File: config.mk
export PLATFORM = sky130hd
export DESIGN_NAME = mul_tree_sched
export DESIGN_NICKNAME = d
export VERILOG_FILES = /design/src/rtl/mul_tree_sched.sv
export SDC_FILE = /design/constraint.sdc
export NUM_CORES = 1
export LEC_CHECK = 0
export BUFFER_PORTS_ARGS = -buffer_cell sky130_fd_sc_hd__buf_4
export CORE_AREA = 2 2 161 163
export DETAILED_ROUTE_END_ITERATION = 10
export DIE_AREA = 0 0 163 165
export HOLD_SLACK_MARGIN = 0.02
export SLEW_MARGIN = 20
export SYNTH_ARGS = -nofsm -noshare
export SYNTH_HDL_FRONTEND = slang
export SYNTH_SLANG_ARGS = --single-unit
File: constraint.sdc
create_clock -name clk -period 2.89 [get_ports clk]
set_clock_uncertainty 0.1 [all_clocks]
set_input_delay 0.578 -clock clk [delete_from_list [all_inputs] [get_ports clk]]
set_output_delay 0.578 -clock clk [all_outputs]
set_load 0.01 [all_outputs]
File: src/rtl/mul_tree_sched.sv
// In-order tag scheduler for a bf16 multiplier tree with mode-change draining.
// Optional watchdog: define MUL_SCHED_WATCHDOG_EN.
module mul_tree_sched #(
  parameter int TAG_W     = 4,
  parameter int TAG_DEPTH = 8,
  parameter int WD_LIMIT  = 255
) (
  input  logic               clk,
  input  logic               rst,
  input  logic               req_valid,
  output logic               req_ready,
  input  logic [1:0]         req_mode,
  input  logic [127:0]       req_operands,
  input  logic [TAG_W-1:0]   req_tag,
  output logic [127:0]       tree_mul_ins,
  output logic               tree_mul_stb,
  output logic [1:0]         tree_mode,
  input  logic [63:0]        tree_outputs,
  input  logic [3:0]         tree_stbs,
  output logic               rsp_valid,
  output logic [63:0]        rsp_data,
  output logic [3:0]         rsp_lanes,
  output logic [TAG_W-1:0]   rsp_tag,
  output logic [1:0]         err_flags
);

  localparam int PW = (TAG_DEPTH > 1) ? $clog2(TAG_DEPTH) : 1;
  localparam int CW = $clog2(TAG_DEPTH + 1);

  typedef enum logic [1:0] {
    IDLE  = 2'd0,
    RUN   = 2'd1,
    DRAIN = 2'd2
  } state_t;

  state_t             state_q, state_d;
  logic [1:0]         cur_mode_q, cur_mode_d;
  logic [CW-1:0]      cnt_q, cnt_d;
  logic [PW-1:0]      wr_ptr_q, wr_ptr_d;
  logic [PW-1:0]      rd_ptr_q, rd_ptr_d;
  logic [TAG_W-1:0]   tag_mem [TAG_DEPTH];
  logic               stb_q, stb_d;
  logic [127:0]       ins_q, ins_d;
  logic               rsp_valid_q, rsp_valid_d;
  logic [63:0]        rsp_data_q, rsp_data_d;
  logic [3:0]         rsp_lanes_q, rsp_lanes_d;
  logic [TAG_W-1:0]   rsp_tag_q, rsp_tag_d;
  logic               spur_q, spur_d;

  logic full, empty, any_stb, mode_hold;
  logic push, pop;
  logic wd_fire, wd_err;

`ifdef MUL_SCHED_WATCHDOG_EN
  localparam int WCW = $clog2(WD_LIMIT + 1);
  logic [WCW-1:0] wd_cnt_q, wd_cnt_d;
  logic           wd_err_q, wd_err_d;

  assign wd_err  = wd_err_q;
  assign wd_fire = !empty && !any_stb &&
                   (wd_cnt_q == WCW'(WD_LIMIT - 1));

  always_comb begin
    wd_err_d = wd_err_q | wd_fire;
    wd_cnt_d = wd_cnt_q;
    if (empty || any_stb || wd_fire)
      wd_cnt_d = '0;
    else
      wd_cnt_d = wd_cnt_q + WCW'(1);
  end

  always_ff @(posedge clk) begin
    if (rst) begin
      wd_cnt_q <= '0;
      wd_err_q <= 1'b0;
    end else begin
      wd_cnt_q <= wd_cnt_d;
      wd_err_q <= wd_err_d;
    end
  end
`else
  assign wd_err  = 1'b0;
  assign wd_fire = 1'b0;
`endif

  assign full      = (cnt_q == CW'(TAG_DEPTH));
  assign empty     = (cnt_q == '0);
  assign any_stb   = |tree_stbs;
  // A mismatched mode blocks ready independent of valid
  assign mode_hold = (state_q == RUN) && (req_mode != cur_mode_q);
  assign req_ready = !rst && !full && (state_q != DRAIN) &&
                     !wd_err && !wd_fire && !mode_hold;
  assign push      = req_valid && req_ready;
  assign pop       = any_stb && !empty;

  always_comb begin
    state_d     = state_q;
    cur_mode_d  = cur_mode_q;
    cnt_d       = cnt_q;
    wr_ptr_d    = wr_ptr_q;
    rd_ptr_d    = rd_ptr_q;
    stb_d       = push;
    ins_d       = push ? req_operands : ins_q;
    rsp_valid_d = pop;
    rsp_data_d  = rsp_data_q;
    rsp_lanes_d = rsp_lanes_q;
    rsp_tag_d   = rsp_tag_q;
    spur_d      = spur_q | (any_stb && empty);

    if (push && !pop)
      cnt_d = cnt_q + CW'(1);
    else if (pop && !push)
      cnt_d = cnt_q - CW'(1);

    if (push) wr_ptr_d = wr_ptr_q + PW'(1);
    if (pop)  rd_ptr_d = rd_ptr_q + PW'(1);

    if (pop) begin
      rsp_data_d  = tree_outputs;
      rsp_lanes_d = tree_stbs;
      rsp_tag_d   = tag_mem[rd_ptr_q];
    end

    unique case (state_q)
      IDLE: begin
        if (push) begin
          state_d    = RUN;
          cur_mode_d = req_mode;
        end
      end
      RUN: begin
        if (req_valid && mode_hold)
          state_d = DRAIN;
        else if (cnt_d == '0 && !push)
          state_d = IDLE;
      end
      DRAIN: begin
        if (empty) state_d = IDLE;
      end
      default: state_d = IDLE;
    endcase

    if (wd_fire) begin
      state_d  = IDLE;
      cnt_d    = '0;
      wr_ptr_d = '0;
      rd_ptr_d = '0;
    end
  end

  always_ff @(posedge clk) begin
    if (rst) begin
      state_q     <= IDLE;
      cur_mode_q  <= 2'd0;
      cnt_q       <= '0;
      wr_ptr_q    <= '0;
      rd_ptr_q    <= '0;
      stb_q       <= 1'b0;
      ins_q       <= '0;
      rsp_valid_q <= 1'b0;
      rsp_data_q  <= '0;
      rsp_lanes_q <= '0;
      rsp_tag_q   <= '0;
      spur_q      <= 1'b0;
    end else begin
      state_q     <= state_d;
      cur_mode_q  <= cur_mode_d;
      cnt_q       <= cnt_d;
      wr_ptr_q    <= wr_ptr_d;
      rd_ptr_q    <= rd_ptr_d;
      stb_q       <= stb_d;
      ins_q       <= ins_d;
      rsp_valid_q <= rsp_valid_d;
      rsp_data_q  <= rsp_data_d;
      rsp_lanes_q <= rsp_lanes_d;
      rsp_tag_q   <= rsp_tag_d;
      spur_q      <= spur_d;
    end
  end

  // Tag storage needs no reset; occupancy lives in cnt_q
  always_ff @(posedge clk) begin
    if (push) tag_mem[wr_ptr_q] <= req_tag;
  end

  assign tree_mul_ins = ins_q;
  assign tree_mul_stb = stb_q;
  assign tree_mode    = cur_mode_q;
  assign rsp_valid    = rsp_valid_q;
  assign rsp_data     = rsp_data_q;
  assign rsp_lanes    = rsp_lanes_q;
  assign rsp_tag      = rsp_tag_q;
  assign err_flags    = {wd_err, spur_q};

endmodule
Yosys cells after proc, flatten, opt, wreduce, memory -nomap -nowiden. Memories as Yosys holds them, arrays and structs flattened. A register that Yosys moved wholly into a read port is not among the register bits. Index checks and enable logic that the tools add are counted.

Add/sub/neg operators: 4. Eq/ne operators: 8. Mux-type cells: 9. Bitwise operators: 1. Reduce and logical (&&, ||, !) cells: 23.

Operator list (count): $logic_and 1x1->1 (11); $logic_not 4->1 (2); $mux 2 (4); $mux 4 (2); $add 3x1->3 const B (2); $logic_not 1->1 (6); $ne 2x2->1 const B (3); $pmux 2 s3 (1); $add 4x1->4 const B (1); $eq 4x4->1 const B (1); $reduce_or 4->1 (1); $sub 4x1->4 const B (1); $ne 3x1->1 const B (1); $reduce_and 3->1 (1); $eq 2x1->1 const B (1); $eq 2x2->1 const B (1); $logic_not 2->1 (1); $mux 1 (2); $ne 2x2->1 (1); $reduce_and 2->1 (1); $or 1x1->1 (1).

Bits in registers: 213. RAM bits: 32. Output and inout bits: 207. Memories: 1.

Memory list: tag_mem (words 8, bits a word 4, read ports 1, clocked after memory_dff 1, write ports 1, RTL line 41) `logic [TAG_W-1:0] tag_mem [TAG_DEPTH];`.

Longest topological paths before layout. Gate-level depths: netlist (run 1).

Depth in word-level cells: 15. Gate-level depth with buffers: 11.

Least setup slack after synthesis (run 1). OpenSTA, ideal clock, no wires.

Path kind: flip-flop to flip-flop. Start point: reg cnt_q[0]. End point: mem tag_mem[2][0] (enable). Setup time: 0.379 ns. Arrival time: 2.021 ns. Setup slack: 0.390 ns. Cell stages (with the launch flop): 10. Path buffers: 3. Clock period less this slack: 2.500 ns. Path through: dfxtp_1 > inv_1 > ha_1 > nand3b_1 > and3_1 > buf_6 > nand2_2 > buf_6 > buf_6 > nor4b_1.

Longest elaborated chain between the ends: 8.

Ends and longest elaborated chain: start: declaration (RTL line 38) `logic [CW-1:0] cnt_q, cnt_d;`; start signal: assignment (RTL line 168) `cnt_q <= cnt_d;`; $eq 4x4->1 (RTL line 86) `assign full = (cnt_q == CW'(TAG_DEPTH));`; $logic_not 1->1 (RTL line 91) `assign req_ready = !rst && !full && (state_q != DRAIN) &&`; $logic_and 1x1->1 (2 in series) (RTL line 91); $logic_and 1x1->1 (RTL line 92) `!wd_err && !wd_fire && !mode_hold;`; $logic_and 1x1->1 (RTL line 93) `assign push = req_valid && req_ready;`; $mux 1 (RTL line 183) `if (push) tag_mem[wr_ptr_q] <= req_tag;`; $mux 1 (implied by the code) (RTL line 183); end: declaration (RTL line 41).

No other way between the ends.

Worst setup path after layout (run 1).
Start point: reg cnt_q[0]. End point: reg state_q[0].

Longest elaborated chain between the ends: 14. Elaborated cells on any way between the ends: 23. Classes of those cells: 2 x add/sub; 4 x eq/ne; 2 x mux; 15 x reduce/logical.

Ends and longest elaborated chain: $eq 4x4->1 (RTL line 86); $logic_not 1->1 (RTL line 91); $logic_and 1x1->1 (2 in series) (RTL line 91); $logic_and 1x1->1 (RTL line 92); $logic_and 1x1->1 (RTL line 93); $logic_not 1->1 (RTL line 112, 134); $logic_and 1x1->1 (RTL line 112) `else if (pop && !push)`; $mux 4 (RTL line 112); $mux 4 (RTL line 110) `if (push && !pop)`; $logic_not 4->1 (RTL line 134) `else if (cnt_d == '0 && !push)`; $logic_and 1x1->1 (RTL line 134); $ne 3x1->1 (no source line); $reduce_and 3->1 (no source line) (*); end signal: assignment (RTL line 166) `state_q <= state_d;`; end: declaration (RTL line 36) `state_t state_q, state_d;`.

Mark *: on every way between the ends. The rest lies on a longest branch, timed or not. A chain may end at the register's enable or synchronous reset.

==> results of run 1 <==
[logic make-up after synthesis]
| group | count (synthesis) |
|---|---|
| fa+ha+maj | 4 |
| mux | 14 |
| simple gates | 463 |
| compound gates | 219 |
| flops | 249 |
| buf+inv | 82 |
| other cells | 1 |
| xor+xnor | 7 |
[layout by cell type, fill, tap and decap left out, types with 5 or more instances in the layout]
cell,n
nand2_1,395
a21oi_1,201
mux2i_1,6
nand3_1,6
clkbuf_16,30
clkbuf_8,8
buf_4,423
edfxtp_1,32
clkinv_2,8
dfxtp_1,217
xnor2_1,5
mux4_2,8
nor3_1,10
nor2_1,22
[flip-flops by register name, indices dropped and copies added (netlist names)]
register,cells
cnt_q,4
rd_ptr_q,3
rsp_data,64
rsp_lanes,4
rsp_tag,4
rsp_valid,1
spur_q,1
state_q,2
tag_mem,32
tree_mode,2
tree_mul_ins,128
tree_mul_stb,1
wr_ptr_q,3
[synthesized netlist by cell type (3+ instances only)]
cell / n / area share [%]
a211oi_1: 4 / 0.33
a21oi_1: 201 / 11
a22oi_1: 3 / 0.25
buf_2: 25 / 1.4
buf_4: 3 / 0.25
buf_6: 16 / 2.0
clkbuf_1: 34 / 1.4
dfxtp_1: 217 / 47
edfxtp_1: 32 / 11
ha_1: 4 / 0.55
mux2i_1: 6 / 0.66
mux4_2: 8 / 2.0
nand2_1: 396 / 16
nand2b_1: 3 / 0.21
nand3_1: 6 / 0.33
nand4_1: 4 / 0.27
nor2_1: 23 / 0.94
nor3_1: 10 / 0.55
nor3b_1: 4 / 0.33
nor4_1: 3 / 0.21
xnor2_1: 5 / 0.48
[cell type report]
cell class                      instances  share of cell area (%)
Inverter                                3                   0.103
Antenna cell                            1                  0.0188
Clock inverter                         11                   0.480
Multi-Input combinational cell        708                    25.5
Sequential cell                       249                    39.9
Clock buffer                           41                    6.55
Tap cell                              330                    3.10
Timing Repair Buffer                  427                    24.4
[stage by stage]
step / instance area, um^2 / setup slack [ns]
detailed placement: 12400 / 0.315
global placement: 12400 / 0.362
floorplan: 9150 / 0.390
CTS: 13300 / 0.294
global route: 13300 / 0.0585
finish: 13300 / 0.286
[power breakdown]
part	internal, mW	switching [mW]
Sequential	4.15	0.420
Clock	2.09	1.41
Combinational	1.68	2.10
[path summary, 6_finish.rpt]
path	startpoint	slack (ns)	to
worst max-delay path	cnt_q[0]$_SDFF_PP0_	0.29	state_q[0]$_SDFFE_PP0P_
worst max register to register	cnt_q[0]$_SDFF_PP0_	0.29	state_q[0]$_SDFFE_PP0P_
worst min-delay path	req_tag[0]	0.19	tag_mem[6][0]$_DFFE_PP_
worst min register to register	tree_mul_ins[101]$_SDFFE_PP0P_	0.35	tree_mul_ins[101]$_SDFFE_PP0P_
[worst max-delay path, delay by kind of cell, from the launching register on]
kind | cells | cell delay [ns]
AND/OR/NAND/NOR | 4 | 0.76
flip-flops | 1 | 0.42
buffers and inverters | 3 | 0.63
AO/OA/AOI/OAI | 1 | 0.24
adder cells (fa/ha/maj) | 1 | 0.27
[layer usage]
| metal | vias up | track usage, % | wire (um) |
|---|---|---|---|
| met4 | 0 | 5.51 | 555 |
| met5 | - | 0 | 0 |
| met2 | 314 | 32.0 | 13200 |
| met1 | 3748 | 22.2 | 10600 |
| met3 | 37 | 6.96 | 2840 |
| li1 | 4186 | - | - |
==> out/qor.txt, run 1 <==
outcome = finished, final reports clean
Hold Path Class = input pin to flip-flop
Horiz. Die Dim = 163 um
Synth Area per Inst = 8.81 um^2
Worst Hold Margin = 0.186 ns
CTS root buf = clkbuf_16
post-synthesis simple-gate area fraction = 20.3%
crit-path max cell delay = 0.42 ns
DR vias = 8285
Final Non-Filler Cells = 1770
clk sinks = 249
crit share post-route = 90.1%
peak supply drop = 0.435 mV
min Tclk post-route = 2.60 ns
Final setup viols = 0
adder-cell area share of the yosys netlist = 0.547%
Fill cells = 2370
1st-pass router iterations = 4
Clock Path Buffers = 3
PortBufs = 410
placer congestion estimate = 0.768
ys flop type = dfxtp_1
R2R depth = 9
mapped cell area = 9150 um^2
Reg clk slew, reported paths = 0.06 ns
Routed Wire Length = 27200 um
total power = 11.8 mW
power per cell area = 890 nW/um^2
RSZ-0062 raised after global routing = false
arrival time worst endpoint = 2.96 ns
crit-path cells = inv_1 -> ha_1 -> nand3b_1 -> and3_1 -> nand2_4 -> inv_4 -> buf_12 -> nor3_1 -> a211oi_2
FFs w/ async S/R, synth = 0%
Slew @ Worst Pin = 1.18 ns
worst setup path category = flip-flop to flip-flop
Starting Density = 36.5%
pin count of the biggest net entering global routing = 217
Cells after Synth = 1039
clk_lat worst skew = 0.53 ns
post-synth net total = 1248
DR iter-0 viols = 524
TritonCTS clock tree = built
setup bufs post-CTS = 0
EDFF count, synth = 32
Resize count post-CTS = 0
max frequency = 0.384 GHz
final hold vios = 0
post-synthesis compound-gate area fraction = 12.7%
hold depth = 1
share of post-route cells with drive strength above 1 = 34.3%
Total Nets Final = 1626
sequential share of the synthesized area = 58.0%
Inst Count DP = 1717
Yosys reg bits = 249
vias in the first global route = 7688
Final Util = 53.1%
Register Area = 5310 um^2
GRT Overall Usage = 18.8%
num rows = 58
Routed Antenna Nets = 0
setup TNS = 0 ns
Hold-fix buffers, CTS = 0
Crit. End Element = flip-flop
H-tree depth = 1
leakage = 5.72 nW
GRT Residual Overflow = 0
residual DRC count = 0
startpoint types = flip-flop
Worst EP required = 3.24 ns
Slew HR = 21.6%
CP Max Fanout = 134
Die Ht = 165 um
Cell variety after synth = 46
global-route wire length before repair = 40700 um
Core ar. = 25000 um^2
Post-DP HPWL = 18600 um
maxcap violations = 0
Multi-input gate area = 3390 um^2
clock buffer count from CTS = 28
main combinational cell family by area after synthesis = simple AND/OR/NAND/NOR gates
DIE AREA = 26900 um^2
mux contribution to synthesized area = 2.63%
yosys warns = 0
Syn-to-layout area delta = 45.4%
max-slew violations = 0
CP max stage cell = dfxtp_1
Via density = 4.68
Routed wire per std cell = 15.4 um
antenna violations before repair = 1
I/O pin count = 412
Synth Area in XOR/XNOR = 0.670%
Note: power is estimated with default switching activity, not from simulation.
==> run 2: changes to the inputs <==
--- a/config.mk
+++ b/config.mk
@@ -9,6 +9,7 @@
 export CORE_AREA = 2 2 161 163
 export DETAILED_ROUTE_END_ITERATION = 10
 export DIE_AREA = 0 0 163 165
+export GPL_TIMING_DRIVEN = 0
 export HOLD_SLACK_MARGIN = 0.02
 export SLEW_MARGIN = 20
 export SYNTH_ARGS = -nofsm -noshare
==> run 2 against run 1 <==
- total power up 4.9%
- first-iteration DRC count down 24%
- sequential power down 1%
- non-clock buffer count up 62
- clock power up 5%
- hold slack worse by 0.0033 ns
- setup slack worse by 0.12 ns
- combinational power up 12%
- core utilization up 1.4 points
==> out/qor.txt, run 2 (synthesis gave the netlist of run 1 again) <==
peak supply drop = 0.471 mV (+8.3%)
residual DRC count = 0 (unchanged)
hold depth = 1 (unchanged)
pre-CTS WS = -0.222 ns (-0.537 ns)
power per cell area = 909 nW/um^2 (+2.1%)
endpoint of the worst-slack reg-to-reg timing path = tag_mem[5][2]$_DFFE_PP_
Post-DP Area = 12600 um^2 (+2.2%)
Reg clk slew, reported paths = 0.06 ns (about the same)
P_int = 8.27 mW (+4.5%)
Horiz. Die Dim = 163 um (unchanged)
1st-pass router iterations = 7 (+3)
most frequent cells in the layout = buf_4 (413), nand2_1 (395), dfxtp_1 (217), a21oi_1 (201), clkbuf_1 (37)
total power = 12.4 mW (+4.9%)
min Tclk post-route = 2.72 ns (+0.118 ns)
Hold-fix buffers, CTS = 0 (unchanged)
Via density = 4.72 (+0.90%)
placer congestion estimate = 0.819 (+6.6%)
Slew HR = 46.3% (+25 points)
TritonCTS clock tree = built
I/O pin count = 412 (unchanged)
Final Cell Area = 13700 um^2 (+2.7%)
Routed Wire Length = 30700 um (+13%)
startpoint types = flip-flop
leakage = 5.87 nW (+2.6%)
Post-DP HPWL = 23300 um (+25%)
CP Max Fanout = 10 (-93%)
GRT Overall Usage = 21.5% (+2.7 points)
max-slew violations = 0 (unchanged)
Multi-input gate area = 3450 um^2 (+1.8%)
clk_lat worst skew = 0.53 ns (about the same)
Switching Share = 33.4% (+0.26 points)
vias in the first global route = 8334 (+8.4%)
Clock Path Buffers = 3 (unchanged)
CTS root buf = clkbuf_16
antenna violations before repair = 1 (unchanged)
Switch Pwr = 4.15 mW (+5.7%)
final hold vios = 0 (unchanged)
GRT Residual Overflow = 0 (unchanged)
maxcap violations = 0 (unchanged)
H-tree depth = 1 (unchanged)
Hold Path Class = input pin to flip-flop
clock share of power = 29.6% (about the same)
clock buffer count from CTS = 27 (-3.6%)
num rows = 58 (unchanged)
max reg flops = 128 (unchanged)
Fill cells = 2415 (+1.9%)
outcome = finished, final reports clean
RSZ-0062 raised after global routing = false
worst setup path category = flip-flop to flip-flop
Slew @ Worst Pin = 0.805 ns (-0.370 ns)
PortBufs = 410 (unchanged)
Comb pwr share = 34.1% (+2.2 points)
Register Area = 5310 um^2 (unchanged)
Total Nets Final = 1687 (+3.8%)
share of post-route cells with drive strength above 1 = 34.9% (+0.63 points)
Syn-to-layout area delta = 49.4%
Routed wire per std cell = 16.8 um (+9.1%)
global-route wire length before repair = 45300 um (+11%)
Worst Hold Endpoint = tag_mem[4][2]$_DFFE_PP_
Final setup viols = 0 (unchanged)
R2R depth = 10 (+1)
pin count of the biggest net entering global routing = 14 (-94%)
Die Ht = 165 um (unchanged)
Core ar. = 25000 um^2 (unchanged)
crit share post-route = 94.2% (+4.1 points)
R2R Path Start = cnt_q[0]$_SDFF_PP0_
sequential power share = 36.3% (-2.3 points)
HP Start = req_tag[2]
arrival time worst endpoint = 2.83 ns (-0.13 ns)
clk sinks = 249 (unchanged)
DR iter-0 viols = 399 (-24%)
max frequency = 0.367 GHz (-4.3%)
R2R Setup Slk = 0.17 ns (-0.12 ns)
setup bufs post-CTS = 0 (unchanged)
Worst EP required = 3.00 ns (-0.24 ns)
setup ws final = 0.168 ns (-0.118 ns)
Routed Antenna Nets = 0 (unchanged)
most common cell after layout, fill and taps aside = buf_4
DIE AREA = 26900 um^2 (unchanged)
Crit. End Element = flip-flop
DR vias = 8643 (+4.3%)
Starting Density = 36.5% (unchanged)
-- run 2: cell types whose count changed in the layout (fill, tap and decap cells not counted), moves of 3 or more --
cell	previous run	this run
clkinv_1	0	3
buf_2	0	25
buf_6	1	16
clkbuf_1	3	37
buf_12	3	0
bufinv_16	0	5
clkbuf_8	8	3
buf_4	423	413
clkbuf_16	30	27
-- run 2: through the flow --
step | setup TNS (ns) | utilization (%) | hold slack (ns) | std cells
finish | 0 | 54.6 | 0.183 | 1830
global placement | -2.62 | 50.5 | 0.342 | 1779
detailed placement | -4.61 | 50.5 | 0.347 | 1779
CTS | -3.54 | 54.3 | 0.165 | 1829
global route | 0 | 54.6 | 0.172 | 1830
floorplan | 0 | - | 0.338 | 1039
-- run 2: worst max path at each step --
stage,from,to,cells after the start,slack (ns)
final,cnt_q[0]$_SDFF_PP0_,tag_mem[5][2]$_DFFE_PP_,10,0.17
after global routing,cnt_q[0]$_SDFF_PP0_,tag_mem[5][2]$_DFFE_PP_,10,0.0002
after detailed placement,req_mode[1],tag_mem[4][0]$_DFFE_PP_,8,-0.22
after CTS,cnt_q[0]$_SDFF_PP0_,tag_mem[4][0]$_DFFE_PP_,10,-0.21
after global placement,cnt_q[0]$_SDFF_PP0_,tag_mem[5][0]$_DFFE_PP_,10,-0.15
after floorplan,cnt_q[0]$_SDFF_PP0_,tag_mem[2][0]$_DFFE_PP_,9,0.39
-- run 2: power groups by stage --
stage	Clock, mW	Sequential, mW	Combinational, mW
after floorplan	0	4.80	2.13
after global placement	0	4.56	4.23
after detailed placement	0	4.59	4.27
after CTS	3.76	4.52	4.28
after global routing	3.89	4.59	4.68
final	3.68	4.51	4.23
-- run 2: routing by layer --
layer / track usage, % / share of wire (%) / vias up
met5: 0 / 0 / -
met1: 24.9 / 39 / 3929
met2: 38.8 / 50 / 335
li1: - / - / 4325
met3: 6.10 / 8.7 / 54
met4: 6.11 / 2.5 / 0
-- run 2: worst max-delay path: stages, from the launching register on --
cell and delay, ns:
dfxtp_1 0.43, inv_1 0.14, ha_1 0.28, nand3b_1 0.14, and3_1 0.18, buf_6 0.13
nand2_2 0.08, inv_4 0.16, buf_4 0.23, nand2_2 0.16, nor3b_4 0.35
-- run 2: repair_timing --
| item | in CTS | in global routing |
|---|---|---|
| resized for setup | 1 | 13 |
| setup endpoints to repair | 24 | 32 |
| pin swaps | 0 | 1 |
-- run 2: layout make-up --
type	count	share of cell area, %
Antenna cell	1	0.0183
Buffer	79	3.36
Sequential cell	249	38.8
Tap cell	330	3.02
Timing Repair Buffer	410	22.5
Clock buffer	33	5.33
Multi-Input combinational cell	708	25.3
Inverter	3	0.101
Clock inverter	17	1.57
==> run 3: changes to the inputs <==
--- a/config.mk
+++ b/config.mk
@@ -5,12 +5,14 @@
 export SDC_FILE = /design/constraint.sdc
 export NUM_CORES = 1
 export LEC_CHECK = 0
+export ABC_AREA = 1
 export BUFFER_PORTS_ARGS = -buffer_cell sky130_fd_sc_hd__buf_4
-export CORE_AREA = 2 2 161 163
+export CORE_AREA = 2 2 159 161
 export DETAILED_ROUTE_END_ITERATION = 10
-export DIE_AREA = 0 0 163 165
+export DIE_AREA = 0 0 161 163
 export GPL_TIMING_DRIVEN = 0
 export HOLD_SLACK_MARGIN = 0.02
+export PLACE_DENSITY = 0.65
 export SLEW_MARGIN = 20
 export SYNTH_ARGS = -nofsm -noshare
 export SYNTH_HDL_FRONTEND = slang
==> run 3 against run 2 <==
- final cell count is 2.5% higher
- first-iteration DRC count up 33%
- clock power decreased by 9.5%
- via count is 0.74% higher
- maximum frequency grew 8.6%
- area after synthesis down 1.7%
- setup slack better by 0.22 ns
- hold slack gained 0.0069 ns
- global-route usage is 0.90 points higher
- die area fell by 2.4%
- register-to-register slack gained 0.22 ns
- highest routed layer unchanged
==> out/qor.txt, run 3 <==
Cells after Synth = 1090 (+4.9%)
Total Nets Final = 1737 (+3.0%)
max frequency = 0.399 GHz (+8.6%)
Resize count post-CTS = 0 (-1)
final hold vios = 0 (unchanged)
Worst Hold Margin = 0.190 ns (+0.00686 ns)
DIE AREA = 26200 um^2 (-2.4%)
placer congestion estimate = 0.880 (+7.5%)
1st-pass router iterations = 4 (-3)
residual DRC count = 0 (unchanged)
Routed Antenna Nets = 0 (unchanged)
clk sinks = 249 (unchanged)
TritonCTS clock tree = built
Routed wire per std cell = 16.4 um (-2.3%)
startpoint types = flip-flop
Routed Wire Length = 30700 um (+0.17%)
ant diodes = 0 (-1)
worst setup path category = flip-flop to flip-flop
peak supply drop = 0.509 mV (+7.9%)
Worst EP required = 2.98 ns (-0.02 ns)
pin count of the biggest net entering global routing = 15 (+1)
yosys warns = 0 (unchanged)
Area contributors post-synth = dfxtp_1 (48%), nand2_1 (13%), edfxtp_1 (11%)
Fill cells = 2366 (-2.0%)
post-synth net total = 1299 (+4.1%)
Post-DP HPWL = 23800 um (+1.8%)
share of post-route cells with drive strength above 1 = 32.5% (-2.4 points)
min Tclk post-route = 2.51 ns (-0.216 ns)
crit share post-route = 86.7% (-7.5 points)
FFs w/ async S/R, synth = 0% (unchanged)
Horiz. Die Dim = 161 um (-1.2%)
Final setup viols = 0 (unchanged)
Die Ht = 163 um (-1.2%)
global-route wire length before repair = 46400 um (+2.6%)
Synth Area per Inst = 8.25 um^2 (-6.3%)
most frequent cells after synthesis = nand2_1 (302), dfxtp_1 (217), nor2_1 (164)
Clock Path Buffers = 3 (unchanged)
I/O pin count = 412 (unchanged)
max reg flops = 128 (unchanged)
GRT Residual Overflow = 0 (unchanged)
R2R Setup Slk = 0.38 ns (+0.22 ns)
Core ar. = 24700 um^2 (-1.4%)
antenna violations before repair = 0 (-1)
leading area contributor after synthesis = dfxtp_1
max-slew violations = 0 (unchanged)
power per cell area = 885 nW/um^2 (-2.6%)
sequential share of the synthesized area = 59.0% (+1.0 points)
Slew @ Worst Pin = 0.665 ns (-0.140 ns)
Via density = 4.64 (-1.7%)
maxcap violations = 0 (unchanged)
Reg clk slew, reported paths = 0.06 ns (about the same)
DR vias = 8707 (+0.74%)
Hold-fix buffers, CTS = 0 (unchanged)
Cell variety after synth = 28 (-39%)
clk_lat worst skew = 0.53 ns (about the same)
CP Max Fanout = 10 (unchanged)
leakage = 5.93 nW (+1.1%)
PortBufs = 409 (-0.24%)
Synth top area share = 48.3% (+0.83 points)
num rows = 58 (unchanged)
Starting Density = 36.4% (-0.096 points)
cell with the most instances after synthesis = nand2_1
H-tree depth = 1 (unchanged)
most frequent cells in the layout = buf_4 (416), nand2_1 (302), dfxtp_1 (217), nor2_1 (164), a21oi_1 (149)
RSZ-0062 raised after global routing = false
Slew HR = 55.7% (+9.4 points)
outcome = finished, final reports clean
setup TNS = 0 ns (unchanged)
GRT Overall Usage = 22.4% (+0.90 points)
setup bufs post-CTS = 0 (unchanged)
clock buffer count from CTS = 27 (unchanged)
arrival time worst endpoint = 2.59 ns (-0.24 ns)
most common cell after layout, fill and taps aside = buf_4
Syn-to-layout area delta = 48.2%
Crit. End Element = flip-flop
CTS root buf = clkbuf_16
Yosys reg bits = 249 (unchanged)
DR iter-0 viols = 529 (+33%)
vias in the first global route = 8531 (+2.4%)
Hold Path Class = input pin to flip-flop
EDFF count, synth = 32 (unchanged)
mapped cell area = 8990 um^2 (-1.7%)
ys flop type = dfxtp_1
[run 3: cell types whose count changed in the layout (fill, tap and decap cells not counted), moves of 6 or more]
cell / previous run / this run
nor2_1: 22 / 164
inv_1: 2 / 17
nor3_1: 8 / 0
buf_6: 16 / 1
buf_2: 25 / 33
o21ai_0: 1 / 95
mux4_2: 8 / 0
a21oi_1: 201 / 149
mux2i_1: 6 / 0
nand2_1: 395 / 302
[run 3: cell type report]
class / instances / area, um^2 / share of cell area (%)
timing repair buffer: 409 / 3070 / 23.0
tap: 330 / 413 / 3.10
buffer: 73 / 349 / 2.62
multi-input combinational: 747 / 3260 / 24.5
sequential: 249 / 5310 / 39.8
inverter: 21 / 78.8 / 0.591
clock buffer: 36 / 761 / 5.71
clock inverter: 11 / 91.3 / 0.685
[run 3: worst paths after layout]
| check | start | endpoint | depth (start not counted) |
|---|---|---|---|
| max | cnt_q[0]$_SDFF_PP0_ | tag_mem[2][2]$_DFFE_PP_ | 10 |
| min | req_operands[37] | tree_mul_ins[37]$_SDFFE_PP0P_ | 3 |
| max reg2reg | cnt_q[0]$_SDFF_PP0_ | tag_mem[2][2]$_DFFE_PP_ | 10 |
| min reg2reg | tree_mul_ins[105]$_SDFFE_PP0P_ | tree_mul_ins[105]$_SDFFE_PP0P_ | 2 |
[run 3: power by group]
group	total [mW]	internal [mW]	switching [mW]
Combinational	3.94	1.63	2.31
Sequential	4.52	4.15	0.377
Clock	3.33	1.93	1.40
[run 3: per-layer routing]
layer | up-vias | GRT usage (%) | wire length [um]
met2 | 318 | 41.0 | 15500
met4 | 0 | 7.83 | 1160
met1 | 3917 | 24.6 | 11500
met5 | - | 0 | 0
met3 | 58 | 6.75 | 2640
li1 | 4414 | - | -
[run 3: metrics by stage]
stage / util, % / worst slack, ns / total power, mW / cell area (um^2) / std cells
after global routing: 54.0 / 0.174 / 12.6 / 13300 / 1876
final: 54.0 / 0.384 / 11.8 / 13300 / 1876
after CTS: 54.0 / 0.327 / 11.9 / 13300 / 1876
after detailed placement: 50.6 / 0.125 / 8.59 / 12500 / 1829
after floorplan: - / 0.716 / 6.72 / 8990 / 1090
after global placement: 50.6 / 0.162 / 8.53 / 12500 / 1829
[run 3: cells by family after synthesis]
kind of cell / synth area share (%)
AOI/OAI and AO/OA: 14.5
xor gates and xnor gates: 0.390
adders and majority gates: 0.557
buffers and inverters: 4.76
DFF: 59.0
other: 0.0417
and+or+nand+nor: 20.8
[run 3: critical path: stages, from the launching register on]
cell     delay, ns
dfxtp_1       0.38
inv_1         0.10
ha_1          0.26
nand2_1       0.10
nor2_2        0.05
nor2_4        0.13
nand3_4       0.10
inv_2         0.15
buf_2         0.27
nand2_1       0.17
nor2_1        0.35
